### config.mk
export PLATFORM = sky130hd
export DESIGN_NAME = nsnr_latch_drv
export DESIGN_NICKNAME = d
export VERILOG_FILES = /design/src/rtl/nsnr_latch_pkg.sv /design/src/rtl/nsnr_latch_drv_sync2.sv /design/src/rtl/nsnr_latch_drv.sv
export SDC_FILE = /design/constraint.sdc
export NUM_CORES = 1
export LEC_CHECK = 0
export CAP_MARGIN = 15
export CORE_ASPECT_RATIO = 1.2
export CORE_MARGIN = 2
export CORE_UTILIZATION = 56
export CTS_BUF_LIST = sky130_fd_sc_hd__clkbuf_8
export DETAILED_ROUTE_END_ITERATION = 8
export PLACE_DENSITY = 0.91
export SYNTH_ARGS = -nofsm -noshare
export SYNTH_HDL_FRONTEND = slang
export SYNTH_HIERARCHICAL = 1
export SYNTH_SLANG_ARGS = --single-unit
### constraint.sdc
create_clock -name ck -period 5.2 [get_ports ck]
set_input_delay 1.04 -clock ck [delete_from_list [all_inputs] [get_ports ck]]
set_output_delay 1.04 -clock ck [all_outputs]
set_load 0.05 [all_outputs]
### src/rtl/nsnr_latch_pkg.sv
// Shared definitions for the active-low set/reset latch driver: FSM states,
// command encodings, parameter limits and counter widths.
package nsnr_latch_pkg;

    // Driver sequencing states
    typedef enum logic [1:0] {
        IDLE   = 2'd0,
        PULSE  = 2'd1,
        SETTLE = 2'd2
    } state_e;

    // Command encodings carried on cmd
    localparam logic CMD_SET = 1'b1;
    localparam logic CMD_CLR = 1'b0;

    // Legal parameter ranges
    localparam int PW_MIN = 1;
    localparam int PW_MAX = 15;
    localparam int TO_MIN = 2;
    localparam int TO_MAX = 255;

    // Counter widths, sized so that the legal ranges never wrap
    localparam int PCNT_W = 4;
    localparam int SCNT_W = 8;

    // Clamp a parameter into its legal range so an out-of-range setting
    // can never overflow a counter or produce a zero-length pulse.
    function automatic int clampInt(input int value, input int lo, input int hi);
        if (value < lo) begin
            return lo;
        end
        if (value > hi) begin
            return hi;
        end
        return value;
    endfunction

endpackage

### src/rtl/nsnr_latch_drv_sync2.sv
// Two-flop synchronizer for the asynchronous latch readback.
// Both flops clear to 0 on reset so the reported state starts low.
module sync2 (
    input  logic ck,
    input  logic nrst,
    input  logic d_i,
    output logic q_o
);

    logic meta_q;
    logic sync_q;

    // Shift the asynchronous input through two flops to resolve metastability
    always_ff @(posedge ck or negedge nrst) begin
        if (!nrst) begin
            meta_q <= 1'b0;
            sync_q <= 1'b0;
        end else begin
            meta_q <= d_i;
            sync_q <= meta_q;
        end
    end

    assign q_o = sync_q;

endmodule

### src/rtl/nsnr_latch_drv.sv
// Synchronous driver for an active-low set/reset latch cell.
// Each accepted command produces one registered, PW-cycle-wide low pulse on
// exactly one latch input, then waits for the synchronized readback to reach
// the commanded level (or for TO cycles to pass) and reports via ack/err.
module nsnr_latch_drv
    import nsnr_latch_pkg::*;
#(
    parameter int PW = 2,
    parameter int TO = 8
) (
    input  logic ck,
    input  logic nrst,
    input  logic req,
    input  logic cmd,
    output logic busy,
    output logic ack,
    output logic err,
    output logic l_nset,
    output logic l_nrst,
    input  logic l_q,
    output logic q_sync
);

    // Effective widths after clamping into the legal range
    localparam int PW_EFF = clampInt(PW, PW_MIN, PW_MAX);
    localparam int TO_EFF = clampInt(TO, TO_MIN, TO_MAX);

    // Terminal counts for the pulse and settle counters
    localparam logic [PCNT_W-1:0] PW_LAST = PCNT_W'(PW_EFF - 1);
    localparam logic [SCNT_W-1:0] TO_LAST = SCNT_W'(TO_EFF - 1);

    state_e              state_q, state_d;
    logic                cmd_q, cmd_d;
    logic [PCNT_W-1:0]   pcnt_q, pcnt_d;
    logic [SCNT_W-1:0]   scnt_q, scnt_d;
    logic                busy_q, busy_d;
    logic                ack_q, ack_d;
    logic                err_q, err_d;
    logic                nsetDrv_q, nsetDrv_d;
    logic                nrstDrv_q, nrstDrv_d;
    logic                qSync;

    sync2 u_sync2 (
        .ck   (ck),
        .nrst (nrst),
        .d_i  (l_q),
        .q_o  (qSync)
    );

    // Next-state logic: accept a command, time the pulse, then confirm or time out
    always_comb begin
        state_d   = state_q;
        cmd_d     = cmd_q;
        pcnt_d    = pcnt_q;
        scnt_d    = scnt_q;
        busy_d    = busy_q;
        ack_d     = 1'b0;
        err_d     = 1'b0;
        nsetDrv_d = nsetDrv_q;
        nrstDrv_d = nrstDrv_q;

        case (state_q)
            IDLE: begin
                // Both drives idle high; a request starts the pulse on the same edge
                nsetDrv_d = 1'b1;
                nrstDrv_d = 1'b1;
                if (req) begin
                    cmd_d     = cmd;
                    state_d   = PULSE;
                    busy_d    = 1'b1;
                    pcnt_d    = '0;
                    nsetDrv_d = (cmd != CMD_SET);
                    nrstDrv_d = (cmd != CMD_CLR);
                end
            end

            PULSE: begin
                if (pcnt_q == PW_LAST) begin
                    nsetDrv_d = 1'b1;
                    nrstDrv_d = 1'b1;
                    scnt_d    = '0;
                    state_d   = SETTLE;
                end else begin
                    pcnt_d = pcnt_q + 1'b1;
                end
            end

            SETTLE: begin
                // Commands are always pulsed, so an already-matching latch
                // simply confirms on the first settle cycle.
                if (qSync == cmd_q) begin
                    ack_d   = 1'b1;
                    busy_d  = 1'b0;
                    state_d = IDLE;
                end else if (scnt_q == TO_LAST) begin
                    ack_d   = 1'b1;
                    err_d   = 1'b1;
                    busy_d  = 1'b0;
                    state_d = IDLE;
                end else begin
                    scnt_d = scnt_q + 1'b1;
                end
            end

            default: begin
                state_d   = IDLE;
                busy_d    = 1'b0;
                nsetDrv_d = 1'b1;
                nrstDrv_d = 1'b1;
            end
        endcase

        // Never let both latch inputs go low together, whatever the state
        if (!nsetDrv_d && !nrstDrv_d) begin
            nrstDrv_d = 1'b1;
        end
    end

    // State and output registers; reset releases both latch inputs high at once
    always_ff @(posedge ck or negedge nrst) begin
        if (!nrst) begin
            state_q   <= IDLE;
            cmd_q     <= CMD_CLR;
            pcnt_q    <= '0;
            scnt_q    <= '0;
            busy_q    <= 1'b0;
            ack_q     <= 1'b0;
            err_q     <= 1'b0;
            nsetDrv_q <= 1'b1;
            nrstDrv_q <= 1'b1;
        end else begin
            state_q   <= state_d;
            cmd_q     <= cmd_d;
            pcnt_q    <= pcnt_d;
            scnt_q    <= scnt_d;
            busy_q    <= busy_d;
            ack_q     <= ack_d;
            err_q     <= err_d;
            nsetDrv_q <= nsetDrv_d;
            nrstDrv_q <= nrstDrv_d;
        end
    end

    assign busy   = busy_q;
    assign ack    = ack_q;
    assign err    = err_q;
    assign l_nset = nsetDrv_q;
    assign l_nrst = nrstDrv_q;
    assign q_sync = qSync;

endmodule

==> qor.csv, run 1 <==
metric;value;unit
status;finished, final reports clean;
rows;17;
worstSetupPathType;reg -> out;
hold_viol;0;
nFillCells;143;
finalSetupViolations;0;
post-cts-setup-buffers;0;
cts_buffers;3;
period_needed;2.67;ns
timing.slew.headroom;37.9;%
fp.coreArea;0.00183;mm^2
drv_cap;0;
synth_most_common_cell;dfrtp_1;
clock.fmax;0.375;GHz
insertedDiodeCount;0;
worstSkewPairLatency;0.26;ns
fin_crit_sh;51.3;%
vias_per_cell;6.56;
rsz0062_at_grt;false;
initial_utilization;59.4;%
worstPathArrival;1.63;ns
cp_data_required_time;4.16;ns
vdd_ir_drop_max;0.000347;V
synth_top_area_share;46.0;%
cp_max_fo;3;
fin_nets;126;
syn_inst;107;
synth_cell_types;39;
clock_sinks;22;
cpPeakStageDelay;0.81;ns
synth_common_cells;dfrtp_1 (20), nand2_1 (12), a21oi_1 (7), nand3_1 (7), a31oi_1 (6);
syn_avg_cell_area;10.2;um^2
p_sw;253;uW
die_h;52.3;um
hold_buffers;0;
synth_edf_count;0;
portBuffers;10;
gp_congestion;0.912;
clockPowerShare;17.0;%
cp_slowest_cell;clkdlybuf4s50_1;
critPathBufInv;1;
wl_per_cell;15.7;um
drv_slew;0;
final_util;67.4;%
yosys_register_bits;22;
fp.dieW;44.2;um
vias;892;
antenna_found_initial;0;
hpwl;1530;um
clkTransAtPathRegs;0.07;ns
ctsResizeCount;0;
drtIter0Drc;34;
drive_gt1_share;9.40;%
cts_root_buf;clkbuf_8;
drtAntennaViolNets;0;
p_seq_share;44.2;%
clk_path_buf_depth;2;
drtPass1Iterations;4;
async_flop_share;100;%
cts.htree.levels;1;
cts_tree;yes;
worstSetupEndpointType;output pin;
grtUsageTotal;21.6;%
grt_pass1_vias;843;
critPathLaunchType;flip-flop;
power_leakage;0.000531;uW
seq_area;553;um^2
grt-ovfl-total;0;
seq_area_frac_synth;50.9;%
pwr-share-comb;38.8;%
yosysTopAreaCell;dfrtp_1;
power_density;501;mW/mm^2
worstMarginPinSlew;0.928;ns
final.setup_skew;0.00281;ns
area_growth;13.3;%
synth_area;0.00109;mm^2
grt_pass1_wl;3570;um
drc;0;
wirelength;2140;um
cell_internal_pwr;364;uW
ys_warn_count;6;
dieArea;0.00231;mm^2
crit_family;buffers and inverters;
crit_chain;clkdlybuf4s50_1;
hold_class;reg -> reg;
switching_share;41.0;%
multi_input_area;495;um^2
synth_ff_type;dfrtp_1;
io_pins;11;
fin_setup_tns;0;ns
synth_nets;115;
synthTopCellsByArea;dfrtp_1 (46%), dfstp_2 (4.8%), nand2_1 (4.1%), a31oi_1 (3.5%), ha_1 (3.5%);
grt_max_degree;23;
layout make-up:
| type | count | share of cell area [%] |
|---|---|---|
| Tap cell | 19 | 1.93 |
| Sequential cell | 22 | 44.9 |
| Timing Repair Buffer | 10 | 8.12 |
| Multi-Input combinational cell | 77 | 40.2 |
| Inverter | 4 | 1.22 |
| Clock inverter | 1 | 0.305 |
| Clock buffer | 3 | 3.35 |
per-layer routing:
| layer | global-route usage [%] | part of all wire (%) | vias up |
|---|---|---|---|
| li1 | - | - | 413 |
| met3 | 4.48 | 6.2 | 5 |
| met4 | 10.6 | 2.0 | 0 |
| met1 | 25.9 | 41 | 428 |
| met2 | 36.5 | 51 | 46 |
| met5 | 0 | 0 | - |
cells by family (layout without fill, tap and decap cells):
group                      count (synthesis)  count (layout)  share of synthesized area (%)
muxes                                      2               2                           1.96
and+or+nand+nor                           38              38                           18.1
DFF                                       22              22                           50.9
AOI/OAI and AO/OA                         31              31                           19.7
buffers and inverters                      8              18                           3.57
adders and majority gates                  3               3                           3.45
xor gates and xnor gates                   3               3                           2.42
power by group through the flow:
stage / logic (uW) / clock network (uW) / registers, uW
2_1_floorplan: 147 / 0 / 295
3_5_place_dp: 239 / 0 / 275
4_1_cts: 240 / 108 / 272
3_3_place_gp: 232 / 0 / 269
5_1_grt: 263 / 116 / 280
6_report: 239 / 105 / 273
sequential cells by signal (all words and copies together) (netlist names):
signal	flops
ack	1
state_q	2
l_nset	1
scnt_q	8
cmd_q	1
pcnt_q	4
u_sync2/q_o	1
l_nrst	1
u_sync2/meta_q	1
err	1
busy	1
path summary, 6_finish.rpt:
check                                from     endpoint  slack [ns]  cells past startpoint
setup reg to reg                scnt_q[4]    scnt_q[2]        3.33                      4
hold reg to reg            u_sync2/meta_q  u_sync2/q_o        0.37                      0
min in group asynchronous            nrst    pcnt_q[3]        1.29                      1
max in group asynchronous            nrst    scnt_q[1]        3.34                      1
setup / recovery                   l_nrst       l_nrst        2.53                      1
hold / removal             u_sync2/meta_q  u_sync2/q_o        0.37                      0
cells in the final DEF (no fill, tap or decap), types with 2 or more instances in the layout:
cell type         n
dfrtp_1          20
nand2_1          12
clkdlybuf4s50_1  10
a21oi_1           7
nand3_1           7
a31oi_1           6
inv_1             5
o21ai_0           4
nor2_1            3
nor3_1            3
ha_1              3
clkbuf_8          3
nor3b_1           2
and2_1            2
nand2b_1          2
o31ai_1           2
xor2_1            2
o21ai_1           2
a41oi_1           2
dfstp_2           2
per-stage QoR:
step | std cells | cell area, um^2 | power, uW | setup slack [ns] | hold slack (ns)
detailed placement | 132 | 1190 | 513 | 2.81 | 0.339
global placement | 132 | 1190 | 500 | 2.85 | 0.334
floorplan | 107 | 1090 | 442 | 3.42 | 0.331
global route | 136 | 1230 | 658 | 2.51 | 0.380
CTS | 136 | 1230 | 619 | 2.53 | 0.376
finish | 136 | 1230 | 617 | 2.53 | 0.367
Power figures use the tool's default switching activity.
==> inputs of run 2 (changes only) <==
Settings changed: CORE_UTILIZATION 56 to 52, PLACE_DENSITY 0.91 to 0.89.
Clock period 5.2 ns to 2.3 ns, I/O delays scaled along.
==> qor.csv, run 2 (synthesis gave the netlist of run 1 again) <==
metric;value;unit
status;finished, final reports clean;
io_pins;11;
cp_max_fo;3;
wirelength;2000;um
layout.cells.most_common_list;dfrtp_1 (20), nand2_1 (12), clkdlybuf4s50_1 (10);
critPathLaunchType;flip-flop;
power_density;1140;mW/mm^2
cp-endpoint;l_nrst;
final_util;61.7;%
drive_gt1_share;11.0;%
reg.largest.list;scnt_q: 8 flops, pcnt_q: 4 flops, state_q: 2 flops;
die_h;54.1;um
wl_per_cell;14.5;um
grt_pass1_vias;741;
period_needed;2.07;ns
r2r_start;scnt_q[4];
drc;0;
clock.fmax;0.484;GHz
initial_utilization;53.6;%
cts_tree;yes;
largest-register;scnt_q;
cts_buffers;3;
crit_chain;clkdlybuf4s50_1;
final_common_cell;dfrtp_1;
post-route-worst-setup-slack;0.234;ns
drtAntennaViolNets;0;
crit_family;buffers and inverters;
cpPeakStageDelay;0.80;ns
grt-ovfl-total;0;
final.setup_skew;0.00632;ns
drv_cap;0;
vdd_ir_drop_max;0.000788;V
worstSetupPathType;reg -> out;
cts_root_buf;clkbuf_8;
hold_buffers;0;
post-cts-setup-buffers;0;
grt_max_degree;23;
cts.htree.levels;1;
fin_setup_tns;0;ns
critPathBufInv;1;
grtUsageTotal;18.9;%
worstPathArrival;1.61;ns
clock_sinks;22;
reg2reg_to;scnt_q[3];
fp.coreArea;0.00203;mm^2
finalPower;1430;uW
vias;833;
clkTransAtPathRegs;0.07;ns
antenna_found_initial;0;
crit_start;l_nrst;
fin_nets;127;
whs_path_depth;0;
timing.slew.headroom;66.9;%
worstMarginPinSlew;0.495;ns
nFillCells;160;
drtPass1Iterations;4;
worstSetupEndpointType;output pin;
area_growth;15.1;%
portBuffers;10;
r2r_slack;0.46;ns
rsz0062_at_grt;false;
finalSetupViolations;0;
reg2reg_depth;4;
power_leakage;0.000538;uW
drtIter0Drc;24;
gp_congestion;0.844;
hpwl;1450;um
insertedDiodeCount;0;
worstSkewPairLatency;0.26;ns
cp_slowest_cell;clkdlybuf4s50_1;
dieArea;0.00247;mm^2
post_layout_nonfiller_instances;138;
ctsResizeCount;0;
cp_data_required_time;1.84;ns
largest_reg_flops;8;
dpl.cell_count;134;
clk_path_buf_depth;2;
drv_slew;0;
dpl_worst_slack;0.448;ns
grt_pass1_wl;3310;um
rows;18;
path_depth;1;
vias_per_cell;6.04;
hold_class;reg -> reg;
hold_viol;0;
fin_crit_sh;89.8;%
fp.dieW;45.7;um
run 2: how the worst min path moves through the flow:
stage                              start          end
after detailed placement  u_sync2/meta_q  u_sync2/q_o
after global placement    u_sync2/meta_q  u_sync2/q_o
after floorplan                     nrst          ack
after global routing      u_sync2/meta_q  u_sync2/q_o
after CTS                 u_sync2/meta_q  u_sync2/q_o
final                     u_sync2/meta_q  u_sync2/q_o
run 2: final cells by class:
class	instances	area, um^2	share of cell area (%)
Multi-Input combinational cell	77	495	39.6
Inverter	4	15.0	1.20
Timing Repair Buffer	11	108	8.60
Tap cell	20	25.0	2.00
Clock buffer	4	55.1	4.40
Sequential cell	22	553	44.2
run 2: per-stage QoR:
stage,hold WS [ns],area [um^2]
after global routing,0.364,1250
after floorplan,0.164,1090
final,0.358,1250
after detailed placement,0.343,1200
after CTS,0.361,1250
after global placement,0.339,1200
run 2: layer usage:
metal | part of all wire [%] | up-vias | global-route usage [%]
li1 | - | 410 | -
met1 | 45 | 392 | 25.6
met2 | 50 | 29 | 29.6
met3 | 3.6 | 2 | 4.03
met4 | 0.85 | 0 | 7.14
met5 | 0 | - | 0
run 2: power breakdown:
group | internal [uW] | switching, uW | total, uW
logic | 210 | 330 | 540
clock network | 153 | 124 | 277
registers | 497 | 112 | 609
total | 859 | 566 | 1430
==> inputs of run 3 (changes only) <==
Settings changed: CTS_CLUSTER_DIAMETER set to 120.
==> results of run 3 <==
The final DEF is identical to that of run 2; final timing and power are the same.
